[config.mk]
export PLATFORM = sky130hd
export DESIGN_NAME = fp_sub_pipe
export DESIGN_NICKNAME = d
export VERILOG_FILES = /design/src/rtl/fpu_pkg.sv /design/src/rtl/fp_sub_pipe_lzc.sv /design/src/rtl/fp_sub_pipe.sv
export SDC_FILE = /design/constraint.sdc
export NUM_CORES = 1
export LEC_CHECK = 0
export CORE_UTILIZATION = 25
export DETAILED_ROUTE_END_ITERATION = 16
export DONT_BUFFER_PORTS = 1
export GPL_ROUTABILITY_DRIVEN = 0
export PLACE_DENSITY_LB_ADDON = 0.05
export SLEW_MARGIN = 20
export SYNTH_ARGS = -nofsm -noshare
export SYNTH_HDL_FRONTEND = slang
export SYNTH_SLANG_ARGS = --single-unit
[constraint.sdc]
create_clock -name clk -period 5.7 [get_ports clk]
set_input_delay 0.855 -clock clk [delete_from_list [all_inputs] [get_ports clk]]
set_output_delay 0.855 -clock clk [all_outputs]
set_load 0.02 [all_outputs]
[src/rtl/fpu_pkg.sv]
// FP32 field widths, special encodings and pipeline stage payloads shared by the subtractor.
package fpu_pkg;
    localparam int EXP_W   = 8;
    localparam int FRAC_W  = 23;
    localparam int BIAS    = 127;
    localparam int EXP_MAX = 255;
    localparam int MANT_W  = FRAC_W + 4;   // hidden + fraction + guard/round/sticky

    localparam logic [31:0] QNAN    = 32'h7FC0_0000;
    localparam logic [31:0] POS_INF = 32'h7F80_0000;

    typedef struct packed {
        logic              sign;
        logic              eff_sub;
        logic [EXP_W-1:0]  exp;
        logic [MANT_W-1:0] mant_l;
        logic [MANT_W-1:0] mant_s;
        logic              special;
        logic [31:0]       special_res;
    } s1_t;

    typedef struct packed {
        logic              sign;
        logic              eff_sub;
        logic [EXP_W-1:0]  exp;
        logic [MANT_W:0]   sum;
        logic              special;
        logic [31:0]       special_res;
    } s2_t;
endpackage

[src/rtl/fp_sub_pipe_lzc.sv]
// Leading-zero count of the 27-bit normalization window; zero flags an all-zero value.
module lzc (
    input  logic [26:0] value,
    output logic [4:0]  count,
    output logic        zero
);
    always_comb begin
        count = 5'd27;
        for (int i = 0; i < 27; i++) begin
            if (value[i]) count = 5'(26 - i);
        end
    end

    assign zero = ~|value;
endmodule

[src/rtl/fp_sub_pipe.sv]
// Three-stage FP32 subtractor (align / add / normalize-round-pack) with valid-ready flow control.
// Define FP_SUB_RNE_EN for round-to-nearest-even; otherwise S3 truncates.
module fp_sub_pipe
    import fpu_pkg::*;
(
    input  logic        clk,
    input  logic        rst,
    input  logic        in_valid,
    output logic        in_ready,
    input  logic [31:0] a,
    input  logic [31:0] b,
    output logic        out_valid,
    input  logic        out_ready,
    output logic [31:0] res
);
    logic s1_valid, s2_valid, s3_valid;
    logic en1, en2, en3;
    s1_t  s1_d, s1_q;
    s2_t  s2_d, s2_q;
    logic [31:0] s3_d;

    assign en3       = !s3_valid || out_ready;
    assign en2       = !s2_valid || en3;
    assign en1       = !s1_valid || en2;
    assign in_ready  = en1;
    assign out_valid = s3_valid;

    // S1: unpack with b negated, order by magnitude, align the smaller mantissa
    logic        sa, sb, a_zero, b_zero, a_inf, b_inf, a_nan, b_nan, a_big;
    logic [7:0]  ea, eb, e_diff;
    logic [22:0] fa, fb;
    logic [23:0] ma, mb, m_small;
    logic [26:0] ms_full, ms_mask;

    always_comb begin
        sa      = a[31];
        sb      = ~b[31];
        ea      = a[30:23];
        eb      = b[30:23];
        a_zero  = (ea == 8'd0);
        b_zero  = (eb == 8'd0);
        a_inf   = (ea == 8'(EXP_MAX)) && (a[22:0] == 23'd0);
        b_inf   = (eb == 8'(EXP_MAX)) && (b[22:0] == 23'd0);
        a_nan   = (ea == 8'(EXP_MAX)) && (a[22:0] != 23'd0);
        b_nan   = (eb == 8'(EXP_MAX)) && (b[22:0] != 23'd0);
        fa      = a_zero ? 23'd0 : a[22:0];
        fb      = b_zero ? 23'd0 : b[22:0];
        ma      = {!a_zero, fa};
        mb      = {!b_zero, fb};
        a_big   = {ea, fa} >= {eb, fb};

        s1_d         = '0;
        s1_d.eff_sub = sa ^ sb;
        if (a_big) begin
            s1_d.sign   = sa;
            s1_d.exp    = ea;
            s1_d.mant_l = {ma, 3'b000};
            m_small     = mb;
            e_diff      = ea - eb;
        end else begin
            s1_d.sign   = sb;
            s1_d.exp    = eb;
            s1_d.mant_l = {mb, 3'b000};
            m_small     = ma;
            e_diff      = eb - ea;
        end

        ms_full = {m_small, 3'b000};
        ms_mask = ~(27'h7FF_FFFF << e_diff);
        if (e_diff >= 8'd27)
            s1_d.mant_s = {26'd0, |m_small};
        else
            s1_d.mant_s = (ms_full >> e_diff) | {26'd0, |(ms_full & ms_mask)};

        s1_d.special = a_nan | b_nan | a_inf | b_inf;
        if (a_nan || b_nan || (a_inf && b_inf && (sa != sb)))
            s1_d.special_res = QNAN;
        else if (a_inf)
            s1_d.special_res = {sa, POS_INF[30:0]};
        else
            s1_d.special_res = {sb, POS_INF[30:0]};
    end

    // S2: magnitude add/subtract; mant_l >= mant_s so the difference never goes negative
    always_comb begin
        s2_d.sign        = s1_q.sign;
        s2_d.eff_sub     = s1_q.eff_sub;
        s2_d.exp         = s1_q.exp;
        s2_d.special     = s1_q.special;
        s2_d.special_res = s1_q.special_res;
        if (s1_q.eff_sub)
            s2_d.sum = {1'b0, s1_q.mant_l} - {1'b0, s1_q.mant_s};
        else
            s2_d.sum = {1'b0, s1_q.mant_l} + {1'b0, s1_q.mant_s};
    end

    // S3: fold carry-out into sticky, normalize, round, pack
    logic [26:0]       norm_in, shifted;
    logic [4:0]        lz;
    logic              nz;
    logic signed [9:0] exp_n, exp_r;
    logic [22:0]       frac;

    assign norm_in = s2_q.sum[27] ? {s2_q.sum[27:2], s2_q.sum[1] | s2_q.sum[0]} : s2_q.sum[26:0];

    lzc u_lzc (
        .value (norm_in),
        .count (lz),
        .zero  (nz)
    );

    always_comb begin
        shifted = norm_in << lz;
        exp_n   = $signed({2'b00, s2_q.exp}) + $signed({9'd0, s2_q.sum[27]}) - $signed({5'd0, lz});
    end

`ifdef FP_SUB_RNE_EN
    logic        round_up;
    logic [24:0] rounded;

    always_comb begin
        round_up = shifted[2] & (shifted[3] | shifted[1] | shifted[0]);
        rounded  = {1'b0, shifted[26:3]} + {24'd0, round_up};
        frac     = rounded[24] ? rounded[23:1] : rounded[22:0];
        exp_r    = exp_n + $signed({9'd0, rounded[24]});
    end
`else
    logic unused_grs;
    assign unused_grs = ^{shifted[26], shifted[2:0]};

    always_comb begin
        frac  = shifted[25:3];
        exp_r = exp_n;
    end
`endif

    always_comb begin
        s3_d = {s2_q.sign, exp_r[7:0], frac};
        if (s2_q.special)
            s3_d = s2_q.special_res;
        else if (nz)
            s3_d = {s2_q.sign & ~s2_q.eff_sub, 31'd0};
        else if (exp_r <= 10'sd0)
            s3_d = {s2_q.sign, 31'd0};
        else if (exp_r >= 10'(EXP_MAX))
            s3_d = {s2_q.sign, POS_INF[30:0]};
    end

    always_ff @(posedge clk or posedge rst) begin
        if (rst) begin
            s1_valid <= 1'b0;
            s2_valid <= 1'b0;
            s3_valid <= 1'b0;
            s1_q     <= '0;
            s2_q     <= '0;
            res      <= '0;
        end else begin
            if (en1) begin
                s1_valid <= in_valid;
                if (in_valid) s1_q <= s1_d;
            end
            if (en2) begin
                s2_valid <= s1_valid;
                if (s1_valid) s2_q <= s2_d;
            end
            if (en3) begin
                s3_valid <= s2_valid;
                if (s2_valid) res <= s3_d;
            end
        end
    end
endmodule
# Yosys cells after proc, flatten, opt, wreduce, memory -nomap -nowiden
# Cells that the tools add are included.
# op_classes
eq_ne	3
n_addsub	6
n_bitwise	11
muxes	42
n_lt_le_gt_ge	4
reduce_logical	28
shifts	3
# op_table
op	count
$mux W32	4
$mux W5	16
$mux W31	2
$mux W27	2
$reduce_or A27 Y1	2
$logic_not A23 Y1	2
$mux W23	2
$reduce_bool A23 Y1	2
$mux W35	1
$mux W4	8
$ge A31 B31 Y1	1
$add A27 B27 Y28	1
$mux W28	1
$sub A27 B27 Y28	1
$and A27 B27 Y27	1
$not A27 Y27	1
$or A27 B1 Y27	1
$shl A27 B5 Y26	1
$shl A27 B8 Y27 const A	1
$shr A27 B8 Y27	1
$mux W24	1
$reduce_or A24 Y1	1
$eq A8 B8 Y1 const B	2
$logic_not A8 Y1	2
other kinds (18)	40
# totals
in_bits	68
wordCells	114
register_bits	203
output_inout_bits	34

# Logic depth before layout (Yosys ltp)
# Gate-level depths: netlist of the first run.
# depth
ltp_word	35
ltp_mapped	27
depth_no_buf	22

# By module
# From an unflattened synthesis of the first run, not the netlist that was laid out.
# unflattened
hier_cells	1712
hier_area_um2	13696.9
# by_module_without_submodules
module	area_each_um2	seq_area_each_um2	n_inst	cells_per_inst
fp_sub_pipe	13357.8	3553.4	1	1661
lzc	339.1	0.0	1	51

# Worst setup path after synthesis of the first run
# OpenSTA, ideal clock, no wires.
# synth_path
path_type	flip-flop to flip-flop
from	register s2_q[60] in the netlist's numbering
to	register res[2]
t_arrival_ps	5197
setup_time_ps	83
setup_slack_ps	420
synth_period_minus_slack_ps	5280
required_time_ps	5617
path_buffers	6
path_stages_with_launch	26
path_cell_list	dfrtp_1 > buf_2 > buf_4 > buf_4 > a211o_1 > a211oi_1 > o211ai_1 > a21oi_1 > nor2_2 > inv_2 > buf_4 > buf_2 > ha_1 > ha_1 > nor2b_1 > o21ai_0 > a21boi_0 > o21a_1 > o41ai_1 > xnor2_1 > o31a_1 > o211ai_1 > nor2_1 > clkbuf_1 > nand2_1 > o21ai_0
# synth_via
elab_chain_len	34
word_cells_on_any_way	38
cone_classes	add/sub: 2; order compare: 2; shift: 1; mux: 32; reduce/logical: 1
# synth_rtl
item	line	rtl
from (decl)	fp_sub_pipe.sv:19	s2_t s2_d, s2_q;
from (signal assigned)	fp_sub_pipe.sv:155	s2_q <= '0;
from (signal assigned)	fp_sub_pipe.sv:164	if (s1_valid) s2_q <= s2_d;
$mux W27	fp_sub_pipe.sv:104	assign norm_in = s2_q.sum[27] ? {s2_q.sum[27:2], s2_q.sum[1] | s2_q.sum[0]} : s2_q.sum[26:0];
$mux W1	fp_sub_pipe_lzc.sv:10	if (value[i]) count = 5'(26 - i);
$mux W2 (2 in series)	fp_sub_pipe_lzc.sv:10	
$mux W4 (8 in series)	fp_sub_pipe_lzc.sv:10	
$mux W5 (16 in series)	fp_sub_pipe_lzc.sv:10	
$sub A9 B5 Y10	fp_sub_pipe.sv:114	exp_n = $signed({2'b00, s2_q.exp}) + $signed({9'd0, s2_q.sum[27]}) - $signed({5'd0, lz});
$ge A10 B9 Y1	fp_sub_pipe.sv:145	else if (exp_r >= 10'(EXP_MAX))
$mux W31	fp_sub_pipe.sv:145	
$mux W31	fp_sub_pipe.sv:143	else if (exp_r <= 10'sd0)
$mux W32 *	fp_sub_pipe.sv:141	else if (nz)
$mux W32 *	fp_sub_pipe.sv:139	if (s2_q.special)
to (signal assigned)	fp_sub_pipe.sv:156	res <= '0;
to (signal assigned)	fp_sub_pipe.sv:168	if (s2_valid) res <= s3_d;
to (decl)	fp_sub_pipe.sv:14	output logic [31:0] res
# Every way passes the cells marked *; elsewhere a longest branch is shown, timed or not.
# A chain may end at the register's enable or synchronous reset.

# Worst setup path after layout of the first run
# layout_path
from	register s2_q[60] in the netlist's numbering
to	register res[15]
# The elaborated chain is that of the path after synthesis.

==> flow_metrics.env, run 1 <==
export IMPL_cts_tree="done"
export IMPL_firstDrtPassIters=6
export IMPL_met3_usage_pct=3.68
export IMPL_synth_nets=1921
export IMPL_synthArstFlopShare_pct=100
export IMPL_relSlewSlack_pct=25.8
export IMPL_critPathMaxFanout=10
export IMPL_h_tree_depth=4
export IMPL_io_buffers=0
export IMPL_run_status="finished, final reports clean"
export IMPL_avgViaCountPerCell=5.25
export IMPL_placed_cells_incl_taps=2472
export IMPL_max_freq_mhz=188
export IMPL_syn_area_um2=14000
export IMPL_met1_usage_pct=27.1
export IMPL_root_buffer="clkbuf_16"
export IMPL_route_detailed_drc=0
export IMPL_critPathKind="reg -> reg"
export IMPL_rsz0062_at_grt="true"
export IMPL_antenna_found_initial=5
export IMPL_layout_min_cycle_time_ns=5.31
export IMPL_die_y_um=239
export IMPL_rows=86
export IMPL_initial_core_util_pct=25.4
export IMPL_drt_iter0_markers=770
export IMPL_min_delay_path_class="in -> async"
export IMPL_worst_slew_pin_slew_ns=1.10
export IMPL_yosysTopAreaCell="dfrtp_1"
export IMPL_syn_avg_cell_area_um2=7.93
export IMPL_synthTopCellsByArea="dfrtp_1 25%, ha_1 6.9%, nand2_1 5.8%"
export IMPL_maxCapViolCount=0
export IMPL_synth_top_area_share_pct=25.3
export IMPL_arrival_ns=5.72
export IMPL_die_area_um2=57100
export IMPL_routed_wl_um=55300
export IMPL_ys_warn_count=0
export IMPL_synth_cell_types=102
export IMPL_nets=1896
export IMPL_setup_ws_ns=0.388
export IMPL_grtUsageMet2_pct=30.5
export IMPL_wl_per_cell_um=22.0
export IMPL_coreArea_um2=55300
export IMPL_synth_common_cells="217 x nand2_1, 153 x a21oi_1, 148 x o21ai_0"
export IMPL_layout_drive_gt1_share_pct=11.5
export IMPL_worst_ep_required_time_ns=6.11
export IMPL_vdd_drop_max_uv=227
export IMPL_hold_viol_final=0
export IMPL_setup_viol=0
export IMPL_holdWs_ns=0.417
export IMPL_grt_overflow_total=0
export IMPL_grt_pass1_wl_um=84600
export IMPL_ant_nets=0
export IMPL_grt_pass1_vias=13100
export IMPL_via_count=13200
export IMPL_rrSetupSlack_ns=0.39
export IMPL_period_share_pct=93.2
export IMPL_final_cells=2509
export IMPL_ioPinCount=102
export IMPL_yosysMostFrequentCell="nand2_1"
export IMPL_synth_seq_cells=142
export IMPL_cp_end_kind="flop"
export IMPL_grt_max_degree=97
export IMPL_die_w_um=239
export IMPL_clockBufferDepth=2
export IMPL_path_clk_slew_ns=0.08
export IMPL_start_kind="flop"
export IMPL_dpl_hpwl_um=43800
export IMPL_ys_flop_type="dfrtp_1"
export IMPL_numCtsBuffers=17
export IMPL_p_leak_nw=6.72
export IMPL_area_growth_synth_to_final_pct=11.8
export IMPL_clock_latency_ns=0.48
export IMPL_p_per_area_nw_per_um2=474
export IMPL_synth_edf_count=0
export IMPL_top_usage_layer="met2"
export IMPL_drv_slew=0
export IMPL_syn_inst=1772
export IMPL_dp_slack_ns=-0.0264
export IMPL_final_core_util_pct=28.4
export IMPL_grt_total_usage_pct=19.7
export IMPL_clock_skew_ns=0.0111
export IMPL_hold_buffers=0
export IMPL_ys_seq_area_share_pct=25.3
export IMPL_cts_sinks=142
[power breakdown]
group / internal, mW / leakage (nW) / switching, mW / total, mW
registers: 1.26 / 1.79 / 0.451 / 1.71
logic: 1.78 / 4.62 / 2.70 / 4.48
clock network: 0.683 / 0.311 / 0.558 / 1.24
[worst max-delay path: stages, from the launching register on]
cell and delay, ns:
dfrtp_2 0.51, clkinvlp_4 0.20, nor2_1 0.20, a32oi_1 0.20, a221oi_2 0.29, o21ai_2 0.16
a311oi_4 0.40, ha_1 0.26, inv_1 0.05, ha_1 0.27, a21o_1 0.18, a21oi_1 0.21
o21ai_0 0.16, a2111o_1 0.47, nand2_1 0.09, xor2_1 0.25, o31a_1 0.32, o211ai_1 0.14
buf_4 0.17, buf_4 0.17, nor2_1 0.24, a21o_1 0.16, a22o_1 0.12
[registers in the layout, indices dropped and copies added (netlist names)]
register and flops:
s2_q 42, s1_q 65, out_valid 1, s1_valid 1, s2_valid 1, res 32
[what timing repair did]
| action | in CTS | in global routing |
|---|---|---|
| pin swaps | 0 | 4 |
| setup buffers | 0 | 4 |
| resized for setup | 1 | 11 |
| cloned | 0 | 0 |
| hold endpoints to repair | 0 | 0 |
| setup endpoints to repair | 3 | 22 |
[metal layers]
metal / part of all wire (%) / wire length, um
met5: 0.042 / 23
met2: 45 / 24900
met3: 4.5 / 2500
met1: 48 / 26500
met4: 2.6 / 1420
[cells by family after synthesis]
family,count (synthesis),share of synthesized area (%)
AO/OA/AOI/OAI,560,26.1
XOR/XNOR,55,3.48
adder cells (fa/ha/maj),81,7.37
buffers and inverters,204,6.36
flip-flops,142,25.3
multiplexers,121,10.9
AND/OR/NAND/NOR,609,20.6
[stage by stage]
step / TNS, ns / total power, mW / cell area, um2
after floorplan: 0 / 4.85 / 14000
after global placement: -0.125 / 6.20 / 15000
after detailed placement: -0.0735 / 6.16 / 15000
after CTS: 0 / 7.45 / 15600
after global routing: -0.0274 / 8.04 / 15700
final: 0 / 7.44 / 15700
[final cells by class]
class	instances	area [um2]
Clock buffer	18	439
Clock inverter	14	193
Sequential cell	142	3550
Antenna cell	1	2.50
Fill cell	6101	39600
Inverter	88	339
Timing Repair Buffer	72	569
Tap cell	748	936
Multi-Input combinational cell	1426	9670
[worst paths after layout]
| kind | end | depth (start not counted) | from |
|---|---|---|---|
| setup / recovery | res[15]$_DFFE_PP0P_ | 22 | s2_q[60]$_DFFE_PP0P_ |
| hold / removal | out_valid$_DFFE_PP0P_ | 1 | rst |
| setup reg to reg | res[15]$_DFFE_PP0P_ | 22 | s2_q[60]$_DFFE_PP0P_ |
| hold reg to reg | s1_q[32]$_DFFE_PP0P_ | 2 | s1_q[32]$_DFFE_PP0P_ |
| max in group asynchronous | s1_q[90]$_DFFE_PP0P_ | 2 | rst |
| min in group clk | s1_q[32]$_DFFE_PP0P_ | 2 | s1_q[32]$_DFFE_PP0P_ |
[placed cells by master, fill, tap and decap left out, types with 32 or more instances in the layout]
| master | instances |
|---|---|
| o21ai_0 | 147 |
| nand3_1 | 51 |
| dfrtp_1 | 141 |
| ha_1 | 78 |
| mux2i_1 | 67 |
| nor2_1 | 144 |
| nor3_1 | 50 |
| buf_4 | 69 |
| mux2_2 | 32 |
| xnor2_1 | 37 |
| a21oi_1 | 152 |
| inv_1 | 85 |
| nand2_1 | 215 |
Note: power is estimated with default switching activity, not from simulation.
==> run 2, diff against run 1 <==
==> constraint.sdc (replaced) <==
create_clock -name clk -period 5.7 [get_ports clk]
set_input_delay 0.855 -clock clk [delete_from_list [all_inputs] [get_ports clk]]
set_output_delay 0.855 -clock clk [all_outputs]
set_load 0.05 [all_outputs]
==> run 2 against run 1 <==
Effect of this change:
- final cell count barely moved
- sequential share of layout area barely moved
- clock-buffer cell count fell by 1
- clock skew rose by 0.0045 ns
- flip-flop and latch count did not move
- utilization barely moved
- die area did not move
- worst hold slack got worse by 0.0024 ns
- maximum frequency rose by 0.40%
- critical endpoint is now res[8]$_DFFE_PP0P_
==> flow_metrics.env, run 2 (synthesis gave the netlist of run 1 again) <==
export IMPL_crit_path_cell_trace="clkinv_2 > buf_4 > a211oi_1 > o31ai_1 > a311o_1 > a21o_1 > ha_1 > ha_1 > a21o_1 > a21oi_1 > o21ai_0 > a2111o_1 > nand2_1 > xor2_1 > o31a_1 > o211ai_1 > buf_4 > buf_4 > nor2_1 > a221o_1"
export IMPL_io_buffers=0
export IMPL_clock_skew_ns=0.0157
export IMPL_setup_ws_ns=0.409
export IMPL_dp_slack_ns=-0.0819
export IMPL_max_freq_mhz=189
export IMPL_vdd_drop_max_uv=241
export IMPL_regMostFlops="s1_q"
export IMPL_firstDrtPassIters=5
export IMPL_total_power_mw=7.61
export IMPL_fin_area_um2=15700
export IMPL_arrival_ns=5.70
export IMPL_layout_drive_gt1_share_pct=11.7
export IMPL_p_int_mw=3.72
export IMPL_r2r_start="s2_q[60]$_DFFE_PP0P_"
export IMPL_area_growth_synth_to_final_pct=11.8
export IMPL_finalSetupTns_ns=0
export IMPL_p_per_area_nw_per_um2=484
export IMPL_final_common_cell="nand2_1"
export IMPL_min_delay_path_class="in -> async"
export IMPL_largest_reg_flops=65
export IMPL_top_regs="s1_q x65, s2_q x42, res x32"
export IMPL_antenna_found_initial=3
export IMPL_ioPinCount=102
export IMPL_die_y_um=239
export IMPL_grt_total_usage_pct=19.7
export IMPL_crit_path_frequent_cell="buf_4"
export IMPL_grt_pass1_vias=13000
export IMPL_h_tree_depth=4
export IMPL_combPwrFrac_pct=58.8
export IMPL_die_w_um=239
export IMPL_route_detailed_drc=0
export IMPL_drv_slew=0
export IMPL_numCtsBuffers=17
export IMPL_cp_end_kind="flop"
export IMPL_hold_viol_final=0
export IMPL_wl_per_cell_um=22.1
export IMPL_routed_wl_um=55400
export IMPL_initial_core_util_pct=25.4
export IMPL_rr_worst_depth=20
export IMPL_holdWs_ns=0.414
export IMPL_worst_slew_pin_slew_ns=1.02
export IMPL_coreArea_um2=55300
export IMPL_critPathKind="reg -> reg"
export IMPL_cts_tree="done"
export IMPL_slowest_delay_ns=0.50
export IMPL_layout_min_cycle_time_ns=5.29
export IMPL_p_leak_nw=6.72
export IMPL_drt_iter0_markers=884
export IMPL_worst_ep_required_time_ns=6.11
export IMPL_clock_latency_ns=0.48
export IMPL_clockBufferDepth=2
export IMPL_die_area_um2=57100
export IMPL_nFillCells=6130
export IMPL_switching_share_pct=51.1
export IMPL_avgViaCountPerCell=5.27
export IMPL_relSlewSlack_pct=32.0
export IMPL_rr_endpoint="res[8]$_DFFE_PP0P_"
export IMPL_run_status="finished, final reports clean"
export IMPL_setup_viol=0
export IMPL_switchingPower_mw=3.89
export IMPL_rrSetupSlack_ns=0.41
export IMPL_critPathMaxFanout=13
export IMPL_via_count=13200
export IMPL_rows=86
export IMPL_root_buffer="clkbuf_16"
export IMPL_start_kind="flop"
export IMPL_grt_pass1_wl_um=84400
export IMPL_ant_nets=0
export IMPL_layout_common_cells="215 x nand2_1, 152 x a21oi_1, 147 x o21ai_0, 142 x nor2_1, 141 x dfrtp_1"
export IMPL_dpl_hpwl_um=43800
export IMPL_period_share_pct=92.8
export IMPL_crit_start="s2_q[60]$_DFFE_PP0P_"
export IMPL_slowest_stage="dfrtp_2"
export IMPL_maxCapViolCount=0
export IMPL_nets=1898
export IMPL_path_clk_slew_ns=0.08
export IMPL_grt_overflow_total=0
export IMPL_cts_sinks=142
export IMPL_placed_area_um2=15000
export IMPL_pwr_share_seq_pct=24.8
export IMPL_p_clk_share_pct=16.4
export IMPL_grt_max_degree=97
## run 2: area by class of cell
class	instances	area [um2]	share of cell area [%]
antenna	1	2.50	0.0159
clock buffer	17	425	2.71
tap	748	936	5.96
multi-input combinational	1426	9680	61.6
sequential	142	3550	22.6
inverter	88	337	2.14
clock inverter	15	216	1.38
timing repair buffer	74	556	3.54
## run 2: critical path, delay by kind of cell (launching register included)
family | cells | cell delay [ns]
adder cells (fa/ha/maj) | 2 | 0.62
flip-flops | 1 | 0.50
XOR/XNOR | 1 | 0.29
AND/OR/NAND/NOR | 2 | 0.37
AO/OA/AOI/OAI | 11 | 2.62
buffers and inverters | 4 | 0.83
## run 2: power by group through the flow
stage | clock (mW) | combinational (mW) | sequential [mW]
2_1_floorplan | 0 | 3.33 | 1.70
3_3_place_gp | 0 | 4.46 | 1.91
3_5_place_dp | 0 | 4.43 | 1.92
4_1_cts | 1.31 | 4.46 | 1.90
5_1_grt | 1.34 | 4.98 | 1.93
6_report | 1.25 | 4.47 | 1.89
## run 2: timing repair
action / in CTS / in global routing
hold buffers: 0 / 0
gates cloned: 0 / 0
endpoints found under the setup margin: 13 / 22
pin swaps: 0 / 3
setup buffers: 0 / 5
gates resized for setup: 3 / 9
## run 2: worst max-delay path by stage
| stage | cells after the start | to | slack [ns] |
|---|---|---|---|
| 6_report | 20 | res[8]$_DFFE_PP0P_ | 0.41 |
| 3_3_place_gp | 21 | res[15]$_DFFE_PP0P_ | -0.09 |
| 2_1_floorplan | 25 | res[2]$_DFFE_PP0P_ | 0.42 |
| 4_1_cts | 22 | res[15]$_DFFE_PP0P_ | 0.08 |
| 3_5_place_dp | 23 | res[15]$_DFFE_PP0P_ | -0.08 |
| 5_1_grt | 23 | res[12]$_DFFE_PP0P_ | -0.03 |
## run 2: metrics by stage
stage	instances	utilization, %
floorplan	1772	-
global placement	2473	27.1
detailed placement	2473	27.1
CTS	2505	28.3
global route	2510	28.4
finish	2511	28.4
## run 2: routing by layer
| metal | wire, um | share of wire, % | vias up | GRT usage (%) |
|---|---|---|---|---|
| met3 | 2430 | 4.4 | 58 | 3.45 |
| li1 | - | - | 6439 | - |
| met4 | 1100 | 2.0 | 4 | 5.89 |
| met2 | 25500 | 46 | 292 | 31.1 |
| met5 | 24 | 0.043 | - | 0 |
| met1 | 26300 | 47 | 6443 | 27.2 |
==> run 3, diff against run 2 <==
- CORE_ASPECT_RATIO: default -> 1.75
==> run 3 against run 2 <==
Effect of this change:
- cell area increased by 2.1%
- die area about the same
- register-to-register slack worse by 0.09 ns
- worst hold slack improved by 0.024 ns
==> flow_metrics.env, run 3 (synthesis gave the netlist of run 1 again) <==
export IMPL_area_growth_synth_to_final_pct=14.1
export IMPL_final_core_util_pct=29.0
export IMPL_cts_sinks=142
export IMPL_root_buffer="clkbuf_16"
export IMPL_rows=114
export IMPL_finalSetupTns_ns=0
export IMPL_min_delay_path_class="in -> async"
export IMPL_die_w_um=181
export IMPL_max_freq_mhz=186
export IMPL_regMostFlops="s1_q"
export IMPL_critPathKind="reg -> reg"
export IMPL_die_area_um2=57200
export IMPL_wl_met3_um=1370
export IMPL_numCtsBuffers=17
export IMPL_met1_length_um=20700
export IMPL_start_kind="flop"
export IMPL_top_regs="s1_q x65, s2_q x42, res x32"
export IMPL_firstDrtPassIters=6
export IMPL_wl_met2_um=33800
export IMPL_crit_path_frequent_cell="a21o_1"
export IMPL_grt_overflow_total=0
export IMPL_ioPinCount=102
export IMPL_dpl_hpwl_um=48200
export IMPL_top_layer_used="met4"
export IMPL_maxCapViolCount=0
export IMPL_routed_wl_um=58600
export IMPL_hold_viol_final=0
export IMPL_h_tree_depth=4
export IMPL_io_buffers=0
export IMPL_largest_reg_flops=65
export IMPL_relSlewSlack_pct=26.4
export IMPL_ant_nets=0
export IMPL_final_common_cell="nand2_1"
export IMPL_grt_pass1_vias=13900
export IMPL_worst_ep_required_time_ns=6.04
export IMPL_vdd_drop_max_uv=226
export IMPL_arrival_ns=5.72
export IMPL_run_status="finished, final reports clean"
export IMPL_clock_skew_ns=0.00772
export IMPL_worst_slew_pin_slew_ns=1.09
export IMPL_layout_drive_gt1_share_pct=13.6
export IMPL_period_share_pct=94.4
export IMPL_drv_slew=0
export IMPL_num_antenna_cells=0
export IMPL_nets=1941
export IMPL_p_per_area_nw_per_um2=483
export IMPL_setup_viol=0
export IMPL_antenna_found_initial=0
export IMPL_grt_pass1_wl_um=88500
export IMPL_setup_ws_ns=0.319
export IMPL_clockBufferDepth=2
export IMPL_die_y_um=316
export IMPL_wl_per_cell_um=23.4
export IMPL_slowest_stage="dfrtp_2"
export IMPL_cts_tree="done"
export IMPL_initial_core_util_pct=25.4
export IMPL_slowest_delay_ns=0.49
export IMPL_holdWs_ns=0.439
export IMPL_grt_max_degree=92
export IMPL_grt_total_usage_pct=20.7
export IMPL_path_clk_slew_ns=0.07
export IMPL_via_count=13200
export IMPL_layout_min_cycle_time_ns=5.38
export IMPL_hold_buffers=0
export IMPL_critPathMaxFanout=13
export IMPL_layout_common_cells="215 x nand2_1, 153 x a21oi_1, 147 x o21ai_0, 144 x nor2_1, 141 x dfrtp_1"
export IMPL_coreArea_um2=55300
export IMPL_route_detailed_drc=0
export IMPL_cp_end_kind="flop"
export IMPL_drt_iter0_markers=578
export IMPL_clock_latency_ns=0.45
export IMPL_p_leak_nw=6.96
export IMPL_dp_slack_ns=-0.0960
export IMPL_total_power_mw=7.74
export IMPL_avgViaCountPerCell=5.29
export IMPL_crit_path_cell_trace="clkinvlp_4 > buf_4 > a211oi_1 > o31ai_1 > a311o_1 > a21o_1 > ha_1 > ha_1 > a21o_1 > a21oi_1 > o21ai_0 > a2111o_1 > nand2_1 > xor2_1 > a41oi_2 > o211ai_1 > buf_4 > nor2_1 > a21o_1 > a22o_1"
run 3: changes by cell type in the layout (fill, tap and decap cells not counted), sizes merged:
cell,change
buf,+42
clkbuf,+3
clkinvlp,+2
diode,-1
inv,-4
run 3: worst paths after layout:
| path | to | startpoint | cells past startpoint | slack, ns |
|---|---|---|---|---|
| max | res[15]$_DFFE_PP0P_ | s2_q[60]$_DFFE_PP0P_ | 20 | 0.32 |
| min | res[23]$_DFFE_PP0P_ | rst | 1 | 0.44 |
| max reg2reg | res[15]$_DFFE_PP0P_ | s2_q[60]$_DFFE_PP0P_ | 20 | 0.32 |
| min reg2reg | s1_q[30]$_DFFE_PP0P_ | s1_q[30]$_DFFE_PP0P_ | 1 | 0.48 |
| max in group asynchronous | s1_q[66]$_DFFE_PP0P_ | rst | 2 | 4.03 |
| min in group clk | s1_q[30]$_DFFE_PP0P_ | s1_q[30]$_DFFE_PP0P_ | 1 | 0.48 |
run 3: area by class of cell:
type | instances | area [um2]
clock inverters | 13 | 153
flip-flops and latches | 142 | 3550
multi-input cells | 1426 | 9650
repair buffers | 117 | 1010
clock buffers | 19 | 453
fillers | 6075 | 39300
well taps | 696 | 871
inverters | 88 | 339
run 3: layer usage:
metal  vias to the layer above  track usage (%)
li1                       6518                -
met1                      6343             20.1
met2                       288             42.4
met3                        84             2.17
met4                         0             10.0
met5                         -                0
run 3: report_power, final:
part,internal (mW),switching (mW),leakage [nW]
Clock,0.678,0.500,0.298
Combinational,1.85,2.80,4.87
Sequential,1.26,0.655,1.79
run 3: worst max-delay path, delay by kind of cell, from the launching register on:
family                     cells  cell delay (ns)
AOI/OAI and AO/OA             12             2.91
DFF                            1             0.49
and+or+nand+nor                2             0.19
adders and majority gates      2             0.60
xor gates and xnor gates       1             0.27
buffers and inverters          3             0.78
run 3: what timing repair did:
action	CTS	global route
endpoints found under the setup margin	0	19
buffers inserted	0	1
resized for setup	0	5
run 3: stage by stage:
| stage | area, um2 | instances |
|---|---|---|
| 2_1_floorplan | 14000 | 1772 |
| 4_1_cts | 16000 | 2499 |
| 6_report | 16000 | 2501 |
| 3_3_place_gp | 15400 | 2467 |
| 3_5_place_dp | 15400 | 2467 |
| 5_1_grt | 16000 | 2501 |
